$ cat src/rtl/demux_oh_stream.sv
// 1-to-N one-hot demultiplexer with per-lane single-entry output buffers and valid/ready flow control.
// Optional macro DEMUX_OH_DROP_CNT_EN adds a saturating 16-bit count of dropped non-one-hot beats.
module demux_oh_stream #(
   parameter int unsigned OutputWidth = 8,
   parameter int unsigned DataWidth   = 8
) (
   input  logic                                   clk_i,
   input  logic                                   rst_ni,
   input  logic                                   valid_i,
   output logic                                   ready_o,
   input  logic [OutputWidth-1:0]                 sel_i,
   input  logic [DataWidth-1:0]                   data_i,
   output logic [OutputWidth-1:0]                 valid_o,
   input  logic [OutputWidth-1:0]                 ready_i,
   output logic [OutputWidth-1:0][DataWidth-1:0]  data_o,
   output logic                                   err_o
`ifdef DEMUX_OH_DROP_CNT_EN
   ,
   output logic [15:0]                            drop_cnt_o
`endif
);

   localparam logic [OutputWidth-1:0] SelOne = {{(OutputWidth-1){1'b0}}, 1'b1};

   logic [OutputWidth-1:0]                valid_q, valid_d;
   logic [OutputWidth-1:0][DataWidth-1:0] data_q, data_d;
   logic                                  err_q, err_d;
   logic                                  sel_legal;
   logic [OutputWidth-1:0]                fill;
   logic [OutputWidth-1:0]                drain;

   // Exactly one bit set: non-zero and clearing the lowest set bit leaves nothing.
   assign sel_legal = (sel_i != '0) && ((sel_i & (sel_i - SelOne)) == '0);

   // A full lane that drains this cycle can take a new beat in the same cycle.
   assign ready_o = !sel_legal || (|(sel_i & (~valid_q | ready_i)));

   always_comb begin
      fill    = (valid_i && sel_legal && ready_o) ? sel_i : '0;
      drain   = valid_q & ready_i;
      valid_d = fill | (valid_q & ~drain);
      data_d  = data_q;
      for (int k = 0; k < int'(OutputWidth); k++) begin
         if (fill[k]) begin
            data_d[k] = data_i;
         end
      end
      err_d = valid_i && !sel_legal;
   end

   always_ff @(posedge clk_i or negedge rst_ni) begin
      if (!rst_ni) begin
         valid_q <= '0;
         data_q  <= '0;
         err_q   <= 1'b0;
      end else begin
         valid_q <= valid_d;
         data_q  <= data_d;
         err_q   <= err_d;
      end
   end

   assign valid_o = valid_q;
   assign data_o  = data_q;
   assign err_o   = err_q;

`ifdef DEMUX_OH_DROP_CNT_EN
   logic [15:0] drop_cnt_q, drop_cnt_d;

   always_comb begin
      drop_cnt_d = drop_cnt_q;
      if (err_d && (drop_cnt_q != 16'hFFFF)) begin
         drop_cnt_d = drop_cnt_q + 16'd1;
      end
   end

   always_ff @(posedge clk_i or negedge rst_ni) begin
      if (!rst_ni) begin
         drop_cnt_q <= 16'd0;
      end else begin
         drop_cnt_q <= drop_cnt_d;
      end
   end

   assign drop_cnt_o = drop_cnt_q;
`endif

endmodule

$ cat config.mk
export PLATFORM = sky130hd
export DESIGN_NAME = demux_oh_stream
export DESIGN_NICKNAME = d
export VERILOG_FILES = /design/src/rtl/demux_oh_stream.sv
export SDC_FILE = /design/constraint.sdc
export NUM_CORES = 1
export LEC_CHECK = 0
export ABC_AREA = 0
export BUFFER_PORTS_ARGS = -buffer_cell sky130_fd_sc_hd__buf_2
export CORE_ASPECT_RATIO = 1.1
export CORE_UTILIZATION = 52
export CTS_BUF_LIST = sky130_fd_sc_hd__clkbuf_4
export DETAILED_ROUTE_END_ITERATION = 16
export GPL_TIMING_DRIVEN = 0
export PLACE_DENSITY = 0.82
export SLEW_MARGIN = 20
export SYNTH_ARGS = -nofsm -noshare
export SYNTH_HDL_FRONTEND = slang
export SYNTH_SLANG_ARGS = --single-unit
export TNS_END_PERCENT = 5
$ cat constraint.sdc
create_clock -name clk_i -period 3.6 [get_ports clk_i]
set_input_delay 0.72 -clock clk_i [delete_from_list [all_inputs] [get_ports clk_i]]
set_output_delay 0.72 -clock clk_i [all_outputs]
set_load 0.1 [all_outputs]
==> flow_summary.ini <==
[detailed_routing]
post_drt_via_cell_ratio = 5.39
ant_nets = 0
drtIter0Drc = 75
first_pass_iters = 4
num_vias = 2023
wl_per_cell_microns = 17.2
drc_errors = 0
routed_wl_mm = 6.47

[clock_tree]
cts_tree = yes
clk_pin_slew_ps = 100
cts_buffers = 9
cts_hold_buf = 0
cts_setup_buffers = 0
clock-sinks = 73
root_buffer = clkbuf_4
h-tree-depth = 3
cts_buffer_depth = 2
cts_resized = 0
insertion_delay_ps = 400

[floorplan]
rows = 28
coreArea_sq_um = 5470
io_pins = 101
die_x_microns = 74.3
die_h_microns = 81.5
dieArea_sq_um = 6050
start_util = 0.547

[grt]
antenna_found_initial = 0
grt_overflow = 0
grt_max_degree = 49
track_usage = 0.228
grt_pass1_vias = 1851
grt_pass1_wl_mm = 9.71

[synth]
synth.avg_cell_area_sq_um = 15.9
ys_async_sr_fraction = 1.00
synth_commonest_cells = 73 x dfrtp_1, 64 x mux2_2, 11 x nand2_1
synth_top_area_share = 0.611
synth_area_sq_um = 2990
synth_seq_cells = 73
yosysWarnings = 0
syn_inst = 188
synth_area_leader_cell = dfrtp_1
synth-seq-area-share = 0.611
synth_area_leaders = dfrtp_1 61%, mux2_2 24%, o2111ai_4 4.4%
synth_cell_types = 20
synth_edf_count = 0
yosysMostFrequentCell = dfrtp_1
syn-num-nets = 215
ys.flop_type = dfrtp_1

[sta]
rsz0062_at_grt = false
slew_violations = 0
finalHoldViolCount = 0
finalSetupViolations = 0
max_slew_margin = 0.497
finalCritPeriodShare = 0.953
fin_crit_ps = 3430
clock_skew_ps = 8.38
fin_tns_setup_ps = 0
fmax_mhz = 291
worstMarginPinSlew_ps = 752

[power_and_ir_drop]
power_density_nw_per_um2 = 704
power.total_mw = 2.61
peakVddDrop_uv = 472
leakagePower_nw = 2.03

[critical_path]
path_class = in2out
cp-end-kind = primary output
worst-path-max-fanout = 8
worst-endpoint-arrival_ps = 2710
critPathRequiredTime_ps = 2880
setup.worst_path.start_class = input port

[layout]
nFillCells = 431
drive_gt1_frac = 0.630
fin_util = 0.678
final_nets = 326
n_antenna_cell = 0
final_area_sq_um = 3700
syn2layout_area_growth_pct = 24.0

[placed_design]
placed_area_sq_um = 3610
gp_congestion = 0.822
portBuffers = 99
dp_hpwl_mm = 4.30

[run]
cap_violations = 0

[min_path]
hold_class = in2async

[outcome]
status = completed
==> metal layers <==
layer  up-vias  routed length (microns)  track usage
li1        917                        -            -
met1      1008                     2870        0.306
met2        86                     3050        0.344
met3        12                      428       0.0724
met4         0                      112       0.0962
met5         -                        0            0
==> worst max-delay path, cell delays in order <==
cell and delay (ps):
buf_2 130, nor4_2 520, and4b_1 300, or4_1 110, buf_4 240, nor2_1 80
or2_2 310, buf_2 290
==> cell families (layout without fill, tap and decap cells) <==
kind of cell    Yosys count  after routing  share of synthesized area
compound gates           15             15                     0.0758
buf+inv                   2            114                    0.00419
flops                    73             73                      0.611
mux                      64             64                      0.241
simple gates             34             34                     0.0674
==> cell usage in the layout (no fill, tap or decap) <==
cell type / synthesis / final
clkbuf_4: 0 / 10
o21ai_4: 2 / 2
nor4_2: 0 / 1
buf_16: 0 / 1
nand4_2: 1 / 1
and4b_1: 4 / 4
a211oi_1: 2 / 2
mux2_2: 64 / 64
dfrtp_1: 73 / 73
or2_2: 1 / 1
buf_4: 1 / 2
or4_1: 1 / 1
and2_1: 1 / 1
nand4_1: 1 / 1
clkinv_2: 0 / 2
a41oi_1: 2 / 2
nand2b_1: 8 / 8
nand2_1: 11 / 11
nor3_4: 0 / 1
o2111ai_4: 5 / 5
buf_2: 1 / 99
nor2_1: 4 / 4
a22oi_1: 4 / 4
==> area by class of cell <==
type / count / area [sq um] / area share
sequential: 73 / 1830 / 0.493
multi-input combinational: 113 / 1160 / 0.313
timing repair buffer: 100 / 526 / 0.142
tap: 75 / 93.8 / 0.0253
clock buffer: 10 / 75.1 / 0.0203
buffer: 2 / 12.5 / 0.00338
clock inverter: 2 / 10.0 / 0.00270
==> worst paths after layout <==
| check | from | end | slack (ps) | depth (start not counted) |
|---|---|---|---|---|
| max | sel_i[4] | ready_o | 170 | 8 |
| min | rst_ni | data_o[59] | 220 | 1 |
| max reg2reg | valid_o[2] | data_o[31] | 1220 | 5 |
| min reg2reg | valid_o[3] | valid_o[3] | 510 | 2 |
| max in group asynchronous | rst_ni | data_o[55] | 2830 | 2 |
| min in group clk_i | valid_o[3] | valid_o[3] | 510 | 2 |
==> power by group <==
group	total (mW)	switching [mW]	internal, mW
registers	0.998	0.0580	0.940
clock network	0.382	0.249	0.133
logic	1.23	1.04	0.187
==> through the flow <==
| step | instances | hold WS (ps) | setup slack, ps |
|---|---|---|---|
| floorplan | 188 | 424 | 402 |
| global placement | 362 | 480 | 70.1 |
| detailed placement | 363 | 487 | 48.2 |
| CTS | 375 | 210 | 50.1 |
| global route | 375 | 210 | 59.9 |
| finish | 375 | 219 | 168 |
==> sequential cells by signal (all words and copies together) (netlist names) <==
signal and flops:
valid_o 8, err_o 1, data_o 64
(Power assumes the default switching activity.)
